===== src/rtl/audio_arb_pkg.sv =====
// audio_arb_pkg: shared states, widths and tone amplitude for the audio output arbiter
package audio_arb_pkg;
    localparam int HALF_PERIOD_W = 19;
    localparam int SAMPLES_W = 16;
    localparam logic signed [31:0] AMPL = 32'sd2094967295;
    typedef enum logic [1:0] {IDLE, PLAY, GAP} state_t;
endpackage


===== src/rtl/square_tone_gen.sv =====
// square_tone_gen: square wave of +/-AMPL toggling every half_period+1 cycles, silent for half_period 0
module square_tone_gen
    import audio_arb_pkg::*;
(
    input  logic                     CLOCK_50,
    input  logic                     reset,
    input  logic                     enable,
    input  logic                     load,
    input  logic [HALF_PERIOD_W-1:0] half_period,
    output logic signed [31:0]       sample
);
    logic [HALF_PERIOD_W-1:0] hp_q, cnt;
    logic pol;
    // latch the period and restart positive on load, then toggle polarity at each half period
    always_ff @(posedge CLOCK_50) begin
        if (!reset) begin
            hp_q <= '0;
            cnt  <= '0;
            pol  <= 1'b1;
        end else if (load) begin
            hp_q <= half_period;
            cnt  <= '0;
            pol  <= 1'b1;
        end else if (enable) begin
            cnt <= (cnt == hp_q) ? '0 : cnt + 1'b1;
            pol <= (cnt == hp_q) ? ~pol : pol;
        end
    end
    assign sample = (hp_q == '0) ? '0 : (pol ? AMPL : -AMPL);
endmodule


===== src/rtl/audio_out_arbiter.sv =====
// audio_out_arbiter: grants one tone requester at a time, streams its tone then a silence gap;
// define AUDIO_ARB_ROUND_ROBIN_EN for round-robin arbitration instead of lowest-index priority
module audio_out_arbiter
    import audio_arb_pkg::*;
#(
    parameter int NUM_REQ     = 3,
    parameter int GAP_SAMPLES = 480
) (
    input  logic                             CLOCK_50,
    input  logic                             reset,
    input  logic [NUM_REQ-1:0]               req,
    input  logic [NUM_REQ*HALF_PERIOD_W-1:0] req_half_period,
    input  logic [NUM_REQ*SAMPLES_W-1:0]     req_samples,
    input  logic                             audio_out_allowed,
    output logic [NUM_REQ-1:0]               grant,
    output logic [NUM_REQ-1:0]               done,
    output logic                             busy,
    output logic signed [31:0]               left_channel_audio_out,
    output logic signed [31:0]               right_channel_audio_out,
    output logic                             write_audio_out
);
    localparam int IDX_W = $clog2(NUM_REQ);
    localparam int GAP_W = $clog2(GAP_SAMPLES + 1);
    localparam int CNT_W = (GAP_W > SAMPLES_W) ? GAP_W : SAMPLES_W;

    state_t state;
    logic [CNT_W-1:0] cnt;
    logic [SAMPLES_W-1:0] samples_q, win_samples;
    logic [HALF_PERIOD_W-1:0] win_hp;
    logic [IDX_W-1:0] win;
    logic start;
    logic signed [31:0] tone;

    assign start = (state == IDLE) && (req != '0);

`ifdef AUDIO_ARB_ROUND_ROBIN_EN
    logic [IDX_W-1:0] ptr, off;
    logic [IDX_W:0] base, sum;
    logic [2*NUM_REQ-1:0] dbl;
    logic [NUM_REQ-1:0] rot;
    // rotate requests so the search begins just past the last winner
    always_comb begin
        base = {1'b0, ptr} + 1'b1;
        dbl  = {req, req};
        rot  = dbl[base +: NUM_REQ];
        off  = '0;
        for (int i = NUM_REQ - 1; i >= 0; i--)
            if (rot[i]) off = IDX_W'(i);
        sum  = base + {1'b0, off};
        win  = (sum >= (IDX_W+1)'(NUM_REQ)) ? IDX_W'(sum - (IDX_W+1)'(NUM_REQ)) : IDX_W'(sum);
    end
    // remember the last granted index
    always_ff @(posedge CLOCK_50) begin
        if (!reset) ptr <= '0;
        else if (start) ptr <= win;
    end
`else
    // fixed priority: lowest requesting index wins
    always_comb begin
        win = '0;
        for (int i = NUM_REQ - 1; i >= 0; i--)
            if (req[i]) win = IDX_W'(i);
    end
`endif

    // select the winner's tone parameters
    always_comb begin
        win_hp      = '0;
        win_samples = '0;
        for (int i = 0; i < NUM_REQ; i++)
            if (win == IDX_W'(i)) begin
                win_hp      = req_half_period[i*HALF_PERIOD_W +: HALF_PERIOD_W];
                win_samples = req_samples[i*SAMPLES_W +: SAMPLES_W];
            end
    end

    square_tone_gen u_tone (
        .CLOCK_50    (CLOCK_50),
        .reset       (reset),
        .enable      (state == PLAY),
        .load        (start),
        .half_period (win_hp),
        .sample      (tone)
    );

    // grant, count tone samples, then count gap samples; zero-length tones go straight to the gap
    always_ff @(posedge CLOCK_50) begin
        if (!reset) begin
            state     <= IDLE;
            grant     <= '0;
            done      <= '0;
            cnt       <= '0;
            samples_q <= '0;
        end else begin
            done <= '0;
            case (state)
                IDLE: if (start) begin
                    grant     <= NUM_REQ'(1) << win;
                    samples_q <= win_samples;
                    cnt       <= '0;
                    state     <= (win_samples == '0) ? GAP : PLAY;
                    done      <= (win_samples == '0) ? NUM_REQ'(1) << win : '0;
                end
                PLAY: if (audio_out_allowed) begin
                    if (CNT_W'(samples_q) == cnt + 1'b1) begin
                        state <= GAP;
                        cnt   <= '0;
                        done  <= grant;
                    end else cnt <= cnt + 1'b1;
                end
                GAP: if (audio_out_allowed) begin
                    if (cnt == CNT_W'(GAP_SAMPLES - 1)) begin
                        state <= IDLE;
                        grant <= '0;
                        cnt   <= '0;
                    end else cnt <= cnt + 1'b1;
                end
                default: state <= IDLE;
            endcase
        end
    end

    assign busy                    = (state != IDLE);
    assign write_audio_out         = busy && audio_out_allowed;
    assign left_channel_audio_out  = (state == PLAY) ? tone : '0;
    assign right_channel_audio_out = left_channel_audio_out;
endmodule


===== config.mk =====
export PLATFORM = sky130hd
export DESIGN_NAME = audio_out_arbiter
export DESIGN_NICKNAME = d
export VERILOG_FILES = /design/src/rtl/audio_arb_pkg.sv /design/src/rtl/square_tone_gen.sv /design/src/rtl/audio_out_arbiter.sv
export SDC_FILE = /design/constraint.sdc
export NUM_CORES = 1
export LEC_CHECK = 0
export BUFFER_PORTS_ARGS = -buffer_cell sky130_fd_sc_hd__clkbuf_2
export CAP_MARGIN = 20
export CORE_ASPECT_RATIO = 0.8
export CORE_UTILIZATION = 30
export CTS_CLUSTER_DIAMETER = 50
export DETAILED_ROUTE_END_ITERATION = 8
export HOLD_SLACK_MARGIN = 0.02
export PLACE_DENSITY = 0.61
export REMOVE_ABC_BUFFERS = 1
export SYNTH_ARGS = -nofsm -noshare
export SYNTH_HDL_FRONTEND = slang
export SYNTH_SLANG_ARGS = --single-unit
export TNS_END_PERCENT = 20

===== constraint.sdc =====
create_clock -name CLOCK_50 -period 4.6 [get_ports CLOCK_50]
set_input_delay 0.92 -clock CLOCK_50 [delete_from_list [all_inputs] [get_ports CLOCK_50]]
set_output_delay 0.92 -clock CLOCK_50 [all_outputs]
set_load 0.005 [all_outputs]

### Word-level counts from Yosys, hierarchy flattened

Index checks and enable logic that the tools add are counted.
W data, S select, Z words.

* register bits after elaboration: 79
* input port bits: 111
* output and inout bits: 72
* word-level logic and storage cells: 76

* add/sub/neg operators: 2
* eq/ne operators: 12
* shifts and indexed selects: 1
* mux-type cells: 35
* bitwise gates (word level): 2
* reduce and logical (&&, ||, !) cells: 16

Operators by type and width (count)
* $mux W16: 8
* $mux W32: 3
* $mux W19: 4
* $pmux W16 S3: 1
* $mux W3: 7
* $add A19 B1 Y19 const B: 1
* $eq A19 B19 Y1: 1
* $logic_not A19 Y1: 1
* $mux W2: 9
* $add A16 B1 Y16 const B: 1
* $eq A16 B16 Y1: 1
* $eq A16 B9 Y1 const B: 1
* $logic_not A16 Y1: 1
* $pmux W3 S2: 2
* $ne A2 B2 Y1 const B: 5
* $reduce_and A4 Y1: 2
* $pmux W2 S3: 1
* $reduce_bool A3 Y1: 2
* $reduce_and A5 Y1: 1
* $eq A2 B1 Y1 const B: 2
* $eq A2 B2 Y1 const B: 2
* $logic_not A2 Y1: 2
* $reduce_and A2 Y1: 2
* $reduce_bool A2 Y1: 2
* 4 further kinds: 6

### Longest topological paths before layout

Gate-level depths: netlist of the first run.

* depth in word-level cells: 11
* depth in mapped cells: 9
* gate-level depth less buffers: 8

### Hierarchy

A second synthesis of the first run with hierarchy kept.

* cell total of the unflattened synthesis: 770
* area total of the unflattened synthesis: 5928.2 um^2

By module, submodules not included
* audio_out_arbiter: times used 1, cells an instance 547, area an instance 3865.0 um^2
* square_tone_gen: times used 1, cells an instance 223, area an instance 2063.2 um^2

### Worst setup path before layout of the first run

OpenSTA, ideal clock, no wires.

* path type: flip-flop to output port
* start: register state[1]
* end: output left_channel_audio_out[11]
* data arrival time: 2.468 ns
* required time: 3.680 ns
* path slack: 1.212 ns
* cell stages (with the launch flop): 7
* path through: dfxtp_1 > inv_1 > ha_1 > buf_4 > o41ai_1 > nor2_1 > buf_4

* word-level cells in the longest chain between the ends: 2

Ends and longest elaborated chain
* start: declaration: RTL line audio_out_arbiter.sv:26 `state_t state;`
* start signal: assignment: RTL line audio_out_arbiter.sv:101 `state <= (win_samples == '0) ? GAP : PLAY;`
* $eq A2 B1 Y1: RTL line audio_out_arbiter.sv:125 `assign left_channel_audio_out = (state == PLAY) ? tone : '0;`
* $mux W32: RTL line audio_out_arbiter.sv:125
* end: declaration: RTL line audio_out_arbiter.sv:18 `output logic signed [31:0] left_channel_audio_out,`

Every way passes these cells.

### Final worst setup path of the first run

* start: register u_tone.hp_q[14]
* end: output right_channel_audio_out[27]

* word-level cells in the longest chain between the ends: 3

Ends and longest elaborated chain
* start: declaration: RTL line square_tone_gen.sv:12 `logic [HALF_PERIOD_W-1:0] hp_q, cnt;`
* start signal: assignment: RTL line square_tone_gen.sv:21 `hp_q <= half_period;`
* $logic_not A19 Y1: RTL line square_tone_gen.sv:29 `assign sample = (hp_q == '0) ? '0 : (pol ? AMPL : -AMPL);`
* $mux W32: RTL line square_tone_gen.sv:29
* $mux W32: RTL line audio_out_arbiter.sv:125
* end: declaration: RTL line audio_out_arbiter.sv:19 `output logic signed [31:0] right_channel_audio_out,`

Every way passes these cells.

==> results.ini, run 1 <==
[run_status]
status = complete, no violations

[global_routing]
grt_remaining_overflow = 0
grt_pass1_vias = 4410
antenna_found_initial = 0
grtUsageTotal_pct = 14.5
grt_max_degree = 45
grt_first_pass_wirelength_um = 22800

[floorplanning]
rows = 44
io_pins = 183
initial_core_util_pct = 30.8
core_sq_mm = 0.0182
dieHeight_um = 124
fp.dieW_um = 155
dieArea_sq_mm = 0.0193

[layout]
syn2layout_area_growth_pct = 16.2
post-route-util_pct = 35.8
final_nets = 915
n_antenna_cell = 0
drive_gt1_share_pct = 30.5

[sta]
slew_headroom_pct = 36.5
fin_skew_ps = 5.26
worstMarginPinSlew_ps = 950
period_share_pct = 76.8
hold_violations = 0
finalCriticalPeriod_ps = 3530
clock.fmax_mhz = 283
slew_viol_final = 0
fin_setup_tns_ps = 0
grt_setup_unrepaired = false
setup_viol = 0

[synth]
synth_flop_cell = dfxtp_1
yosysTopAreaCellShare_pct = 28.1
synth_area_sq_mm = 0.00562
synthCells = 701
netlist_top_cells_area = dfxtp_1, buf_4, nor2_1
ys_types = 69
seq_area_frac_synth_pct = 28.1
synthArstFlopShare_pct = 0
ys_ff_latch = 79
avgSynthCellArea_sq_um = 8.02
yosys.area.top_type = dfxtp_1
yosysWarnings = 0
synth_edf_count = 0

[placed_design]
place.gp.congestion = 0.849
hpwl_um = 10800
portBuffers = 182

[clocking]
clockBufferDepth = 2
clk_latency_ps = 330
numCtsBuffers = 9
numClockSinks = 79
ctsResizeCount = 0
path_clk_slew_ps = 60
h-tree-depth = 3
post_cts_buffers = 0
cts_tree = built
hold_buffers = 0
root_buffer = clkbuf_16

[drt]
drc = 0
post_drt_wl_per_cell_um = 13.1
avgViaCountPerCell = 4.74
ant_nets = 0
wirelength_um = 13800
dr.pass1.iters = 6
drt_iter0_drc = 254
num_vias = 5004

[power]
peakVddDrop_uv = 253
p_leak_uw = 0.00282
p_per_area_mw_per_mm2 = 436

[critical_path]
critPathRequiredTime_ps = 3680
critPathMaxFanout = 23
startpoint_type = flop
worst_r2r_startpoint = cnt[0]
r2r_end = cnt[8]
end_kind = output pin
r2r_slack_ps = 1540
cp-startpoint = u_tone.hp_q[14]
reg2regPathDepth = 8
critPathKind = flop to output pin
timing.critical_path.arrival_ps = 2610

[min_path]
hp-class = flop to flop
hold_depth = 2
hold_start = samples_q[12]
hold_end = samples_q[12]

[flow_run]
maxCapViolCount = 0

[per-layer routing]
layer  vias up  share of wire, %  global-route usage [%]  wire length, um
met5         -                 0                       0                0
met4         0              0.73                    3.26              100
met3         9               4.9                    2.26              674
met2       132                42                    20.8             5830
met1      2281                52                    22.1             7190
li1       2582                 -                       -                -
[layout by cell type, fill, tap and decap left out, types with 18 or more instances in the layout]
cell        n
xnor2_1    35
mux2i_1    25
xor2_1     28
a211oi_1   19
a21oi_1    39
nor2_1    101
dfxtp_1    79
clkbuf_2  182
inv_1      18
nand2_1    60
[state kept, by name, indices dropped and copies added (netlist names)]
name,count
u_tone.cnt,19
u_tone.hp_q,19
cnt,16
samples_q,16
done,3
grant,3
state,2
u_tone.pol,1
[power breakdown]
part	leakage, uW	switching, uW	internal (uW)
combinational	0.00205	728	538
clock	0.000130	301	371
sequential	0.000645	119	792
total	0.00282	1150	1700
[worst max-delay path by stage]
stage,end
after floorplan,left_channel_audio_out[11]
after global placement,done[2]
after detailed placement,u_tone.cnt[13]
after CTS,right_channel_audio_out[5]
after global routing,right_channel_audio_out[24]
final,right_channel_audio_out[27]
[cell usage after synthesis, drive strengths merged (6+ instances only)]
library cell and n:
nor2 104, buf 80, dfxtp 79, nand2 60, a21oi 40, xnor2 35
xor2 28, mux2i 25, clkbuf 23, a211oi 19, inv 18, nand3 17
nor4 16, nand2b 13, nand4 13, o21ai 13, o22ai 11, and3 10
and2 9, nor3 8, o211ai 8, o221ai 8, a22oi 7, ha 6
o22a 6
[logic make-up (layout without fill, tap and decap cells)]
logic type / count (synthesis) / count (layout) / synth area share (%)
AOI/OAI and AO/OA: 136 / 136 / 18.1
xor gates and xnor gates: 63 / 63 / 9.82
adders and majority gates: 6 / 6 / 1.34
buffers and inverters: 122 / 224 / 13.5
DFF: 79 / 79 / 28.1
muxes: 27 / 27 / 4.85
and+or+nand+nor: 268 / 268 / 24.2
[per-stage QoR]
stage          total power, uW  hold slack [ps]  instance area (sq um)  setup WS (ps)  cells
4_1_cts                   2860              480                   6490           1090   1054
3_3_place_gp              2170              468                   6200           1400   1038
6_report                  2850              480                   6530           1070   1056
5_1_grt                   3060              506                   6530            855   1056
3_5_place_dp              2180              472                   6200           1390   1038
2_1_floorplan             1710              448                   4930            146    598
[critical path, stage by stage, from the launching register on]
cell,delay (ps)
dfxtp_1,330
nor4_1,390
nand4_1,140
o41ai_1,720
nor2_2,330
buf_8,250
clkbuf_2,110
[final cells by class]
cell class | count | area, sq um
Clock buffer | 9 | 225
Fill cell | 1942 | 11700
Inverter | 19 | 71.3
Clock inverter | 7 | 56.3
Multi-Input combinational cell | 500 | 3290
Tap cell | 253 | 317
Timing Repair Buffer | 189 | 991
Sequential cell | 79 | 1580
Power figures use the tool's default switching activity.
==> inputs of run 2 (changes only) <==
==> constraint.sdc (replaced) <==
create_clock -name CLOCK_50 -period 3.5 [get_ports CLOCK_50]
set_input_delay 0.7 -clock CLOCK_50 [delete_from_list [all_inputs] [get_ports CLOCK_50]]
set_output_delay 0.7 -clock CLOCK_50 [all_outputs]
set_load 0.005 [all_outputs]
==> results.ini, run 2 (synthesized netlist as in run 1, its figures left out) <==
[critical_path]
critPathMaxFanout = 18  ; -22%
critPathRequiredTime_ps = 2800  ; -880 ps
startpoint_type = flop
worst_r2r_startpoint = cnt[0]
critPathBufInv = 3  ; +1
path_cells = inv_1, ha_1, o41ai_1, buf_4, nor2_1, clkbuf_2
crit_path_top_delay_cell = nor2_1
r2r_end = cnt[11]
reg2regPathDepth = 8  ; unchanged
end_kind = output pin
critPathKind = flop to output pin
r2r_slack_ps = 540  ; -1000 ps
timing.critical_path.arrival_ps = 2360  ; -250 ps
max_stage_delay_ps = 720  ; about the same
path_delay_family = simple AND/OR/NAND/NOR gates

[floorplanning]
dieArea_sq_mm = 0.0193  ; unchanged
rows = 44  ; unchanged
fp.dieW_um = 155  ; unchanged
core_sq_mm = 0.0182  ; unchanged
io_pins = 183  ; unchanged
initial_core_util_pct = 30.8  ; unchanged
dieHeight_um = 124  ; unchanged

[layout]
stdcell_area_sq_mm = 0.00656  ; +0.40%
n_fill_cell = 1922  ; -1.0%
syn2layout_area_growth_pct = 16.7
final_common_cell = clkbuf_2
seqCellArea_sq_mm = 0.00158  ; unchanged
fin_cells = 1059  ; +0.28%
post-route-util_pct = 36.0  ; +0.14 points
layout_common_cells = clkbuf_2, nor2_1, dfxtp_1
final_nets = 918  ; +0.33%
top_regs = u_tone.cnt x19, u_tone.hp_q x19
drive_gt1_share_pct = 30.6  ; +0.13 points
multi_input_area_sq_mm = 0.00329  ; unchanged
n_antenna_cell = 0  ; unchanged

[power]
combPwrFrac_pct = 43.7  ; -0.7 points
p_leak_uw = 0.00285  ; +0.95%
power_frac_seq_pct = 31.2  ; -0.8 points
power.share.switching_pct = 38.8  ; -1.5 points
p_per_area_mw_per_mm2 = 586  ; +34%
power_uw = 3840  ; +35%
p_int_uw = 2350  ; +38%
peakVddDrop_uv = 309  ; +22%
p_clk_share_pct = 25.1  ; +1.5 points
p_sw_uw = 1490  ; +30%

[clocking]
cts_tree = built
clockBufferDepth = 2  ; unchanged
post_cts_buffers = 0  ; unchanged
clk_latency_ps = 340  ; about the same
numClockSinks = 79  ; unchanged
path_clk_slew_ps = 60  ; about the same
h-tree-depth = 3  ; unchanged
hold_buffers = 0  ; unchanged
ctsResizeCount = 0  ; unchanged
root_buffer = clkbuf_16
numCtsBuffers = 9  ; unchanged

[placed_design]
dpl.cell_count = 1042  ; +0.39%
hpwl_um = 11000  ; +1.9%
portBuffers = 182  ; unchanged
place.gp.congestion = 0.880  ; +3.7%
place_area_sq_mm = 0.00623  ; +0.48%

[min_path]
hold_start = samples_q[12]
hold_end = samples_q[12]
hold_depth = 2  ; unchanged
hp-class = flop to flop

[global_routing]
gr-usage-met1_pct = 22.3  ; +0.16 points
antenna_found_initial = 0  ; unchanged
grt_pass1_vias = 4503  ; +2.1%
grt_max_degree = 45  ; unchanged
grtUsageMet2_pct = 21.0  ; +0.16 points
grt_first_pass_wirelength_um = 23200  ; +1.9%
grtUsageTotal_pct = 14.9  ; +0.40 points
busiest_layer = met1
grt_remaining_overflow = 0  ; unchanged
gr-usage-met3_pct = 2.54  ; +0.28 points

[sta]
whs_ps = 474  ; -5.91 ps
slew_headroom_pct = 36.1  ; -0.35 points
hold_violations = 0  ; unchanged
period_share_pct = 87.5
finalCriticalPeriod_ps = 3060
grt_setup_unrepaired = false
fin_skew_ps = 5.66  ; +0.406 ps
clock.fmax_mhz = 327
setup_viol = 0  ; unchanged
slew_viol_final = 0  ; unchanged
worstMarginPinSlew_ps = 955  ; +5.22 ps

[flow_run]
maxCapViolCount = 0  ; unchanged

[drt]
post_drt_wl_per_cell_um = 13.3  ; +1.7%
drt_iter0_drc = 232  ; -8.7%
ant_nets = 0  ; unchanged
drc = 0  ; unchanged
wirelength_um = 14100  ; +2.0%
dr.pass1.iters = 5  ; -1
num_vias = 5034  ; +0.60%
avgViaCountPerCell = 4.75  ; +0.31%

[run_status]
status = complete, no violations

## run 2: worst max path at each step
stage	start	endpoint	slack, ps	depth (start not counted)
final	state[1]	left_channel_audio_out[25]	440	6
after global routing	state[1]	right_channel_audio_out[10]	160	6
after CTS	state[0]	right_channel_audio_out[13]	180	5
after detailed placement	state[1]	right_channel_audio_out[13]	550	6
after global placement	req[1]	done[2]	580	8
after floorplan	state[1]	left_channel_audio_out[11]	-730	4
## run 2: power groups by stage
stage,registers (uW),logic (uW),clock network [uW]
6_report,1200,1680,965
5_1_grt,1210,1860,1030
4_1_cts,1190,1680,986
3_5_place_dp,1210,1670,0
3_3_place_gp,1210,1660,0
2_1_floorplan,1160,1080,0
## run 2: layout make-up
class / instances / area share, %
clock buffers: 12 / 3.91
clock inverters: 4 / 0.802
inverters: 19 / 1.09
multi-input cells: 500 / 50.1
flip-flops and latches: 79 / 24.1
well taps: 253 / 4.83
repair buffers: 192 / 15.1
## run 2: per-stage QoR
step	worst slack (ps)	setup TNS (ps)
after floorplan	-734	-32280
after global placement	583	0
after detailed placement	554	0
after CTS	181	0
after global routing	158	0
final	437	0
## run 2: routing by layer
metal  vias up  wire length, um
li1       2596                -
met3        12              765
met5         -                0
met4         0              211
met2       164             5810
met1      2262             7280
## run 2: worst reg2reg max path, delay by kind of cell, from the launching register on
kind | cells | cell delay [ps]
AO/OA/AOI/OAI | 5 | 1660
AND/OR/NAND/NOR | 2 | 360
adder cells (fa/ha/maj) | 1 | 380
flip-flops | 1 | 490
==> inputs of run 3 (changes only) <==
--- a/config.mk
+++ b/config.mk
@@ -8,11 +8,11 @@
 export BUFFER_PORTS_ARGS = -buffer_cell sky130_fd_sc_hd__clkbuf_2
 export CAP_MARGIN = 20
 export CORE_ASPECT_RATIO = 0.8
-export CORE_UTILIZATION = 30
+export CORE_UTILIZATION = 45
 export CTS_CLUSTER_DIAMETER = 50
 export DETAILED_ROUTE_END_ITERATION = 8
 export HOLD_SLACK_MARGIN = 0.02
-export PLACE_DENSITY = 0.61
+export PLACE_DENSITY = 0.81
 export REMOVE_ABC_BUFFERS = 1
 export SYNTH_ARGS = -nofsm -noshare
 export SYNTH_HDL_FRONTEND = slang
==> results.ini, run 3 (synthesized netlist as in run 1, its figures left out) <==
[run_status]
status = complete, no violations

[drt]
ant_nets = 0  ; unchanged
post_drt_wl_per_cell_um = 14.2  ; +6.8%
drc = 0  ; unchanged
drt_iter0_drc = 299  ; +29%
avgViaCountPerCell = 5.37  ; +13%
num_vias = 5157  ; +2.4%
dr.pass1.iters = 5  ; unchanged
wirelength_um = 13600  ; -3.2%

[clocking]
numClockSinks = 79  ; unchanged
numCtsBuffers = 9  ; unchanged
h-tree-depth = 3  ; unchanged
clockBufferDepth = 2  ; unchanged
path_clk_slew_ps = 60  ; about the same
post_cts_buffers = 0  ; unchanged
ctsResizeCount = 0  ; unchanged
hold_buffers = 0  ; unchanged
root_buffer = clkbuf_16
clk_latency_ps = 340  ; about the same
cts_tree = built

[sta]
grt_setup_unrepaired = false
period_share_pct = 90.1  ; +2.6 points
fin_skew_ps = 9.49  ; +3.82 ps
clock.fmax_mhz = 317  ; -2.9%
slew_headroom_pct = 30.1  ; -6.0 points
worst_slack_ps = 347  ; -90.3 ps
hold_violations = 0  ; unchanged
setup_viol = 0  ; unchanged
worstMarginPinSlew_ps = 1040  ; +89.4 ps
slew_viol_final = 0  ; unchanged
finalCriticalPeriod_ps = 3150  ; +90.3 ps

[layout]
post-route-util_pct = 52.8  ; +17 points
top_regs = u_tone.cnt x19, u_tone.hp_q x19
final_nets = 920  ; +0.22%
final_common_cell = clkbuf_2
layout_common_cells = clkbuf_2, nor2_1, dfxtp_1
drive_gt1_share_pct = 30.9  ; +0.30 points
n_antenna_cell = 0  ; unchanged
syn2layout_area_growth_pct = 14.3

[min_path]
hold_start = samples_q[0]
hold_depth = 2  ; unchanged
hp-class = flop to flop
hold_end = samples_q[0]

[power]
combPwrFrac_pct = 44.6  ; +0.9 points
power.share.switching_pct = 40.1  ; +1.4 points
p_leak_uw = 0.00285  ; about the same
p_per_area_mw_per_mm2 = 596  ; +1.7%
peakVddDrop_uv = 275  ; -11%
power_frac_seq_pct = 31.5  ; +0.3 points
p_int_uw = 2290  ; -2.6%
p_sw_uw = 1540  ; +3.2%
p_clk_share_pct = 23.9  ; -1.2 points

[critical_path]
path_cells = inv_1, ha_1, o41ai_1, buf_4, nor2_1, clkbuf_2
path_delay_family = simple AND/OR/NAND/NOR gates
critPathMaxFanout = 18  ; unchanged
critPathKind = flop to output pin
critPathBufInv = 3  ; unchanged
r2r_end = cnt[11]
crit_path_top_delay_cell = nor2_1
worst_r2r_startpoint = cnt[0]
critPathRequiredTime_ps = 2800  ; about the same
startpoint_type = flop
timing.critical_path.arrival_ps = 2450  ; +90 ps
r2r_slack_ps = 590  ; +50 ps
end_kind = output pin
max_stage_delay_ps = 780  ; +60 ps
reg2regPathDepth = 8  ; unchanged

[floorplanning]
rows = 36  ; -18%
dieArea_sq_mm = 0.0129  ; -33%
core_sq_mm = 0.0122  ; -33%
dieHeight_um = 102  ; -18%
fp.dieW_um = 127  ; -18%
io_pins = 183  ; unchanged
initial_core_util_pct = 46.2  ; +15 points

[global_routing]
grt_first_pass_wirelength_um = 21500  ; -7.3%
grt_pass1_vias = 4362  ; -3.1%
grtUsageTotal_pct = 20.7  ; +5.9 points
antenna_found_initial = 0  ; unchanged
grt_max_degree = 45  ; unchanged
grt_remaining_overflow = 0  ; unchanged

[placed_design]
hpwl_um = 10500  ; -5.2%
portBuffers = 182  ; unchanged
place.gp.congestion = 0.987  ; +12%
place_ws_ps = 613  ; +59.6 ps

[flow_run]
maxCapViolCount = 0  ; unchanged

## run 3: area by class of cell
| cell class | instances | area (sq um) |
|---|---|---|
| Clock buffer | 11 | 253 |
| Multi-Input combinational cell | 500 | 3290 |
| Sequential cell | 79 | 1580 |
| Tap cell | 152 | 190 |
| Timing Repair Buffer | 194 | 1000 |
| Clock inverter | 5 | 38.8 |
| Inverter | 19 | 71.3 |
| Fill cell | 1141 | 5740 |
## run 3: through the flow
step	instance area, sq um	TNS, ps	hold WS (ps)	cells	total power [uW]
2_1_floorplan	4930	-32280	448	598	2240
3_3_place_gp	6130	0	462	944	2860
3_5_place_dp	6130	0	463	944	2900
4_1_cts	6420	0	471	960	3820
5_1_grt	6420	0	491	960	4080
6_report	6420	0	470	960	3830
## run 3: how the worst max path moves through the flow
stage                        start                          end  slack (ps)  cells after the start
final                     state[1]  right_channel_audio_out[14]         350                      6
after global routing      state[1]  right_channel_audio_out[12]          20                      6
after CTS                 state[1]   left_channel_audio_out[12]         310                      6
after detailed placement    cnt[0]                      cnt[11]         610                      8
after global placement      cnt[0]                       cnt[8]         680                      8
after floorplan           state[1]   left_channel_audio_out[11]        -730                      4
## run 3: worst reg2reg max path, cell delays in order (launching register included)
cell	delay, ps
dfxtp_1	480
ha_1	370
nand4_4	150
or3_4	450
o31ai_2	290
and3_4	250
a41oi_4	350
o21ai_2	330
o211ai_1	130
## run 3: power by group through the flow
stage | registers (uW) | clock network (uW) | logic, uW
finish | 1200 | 914 | 1710
global route | 1220 | 964 | 1900
CTS | 1190 | 918 | 1710
detailed placement | 1210 | 0 | 1690
global placement | 1210 | 0 | 1660
floorplan | 1160 | 0 | 1080
## run 3: metal layers
| metal | GRT usage, % | vias to the layer above | share of wire (%) |
|---|---|---|---|
| met5 | 0 | - | 0 |
| met4 | 6.78 | 0 | 1.2 |
| met3 | 2.93 | 15 | 5.8 |
| met2 | 31.8 | 181 | 44 |
| met1 | 29.9 | 2368 | 49 |
| li1 | - | 2593 | - |
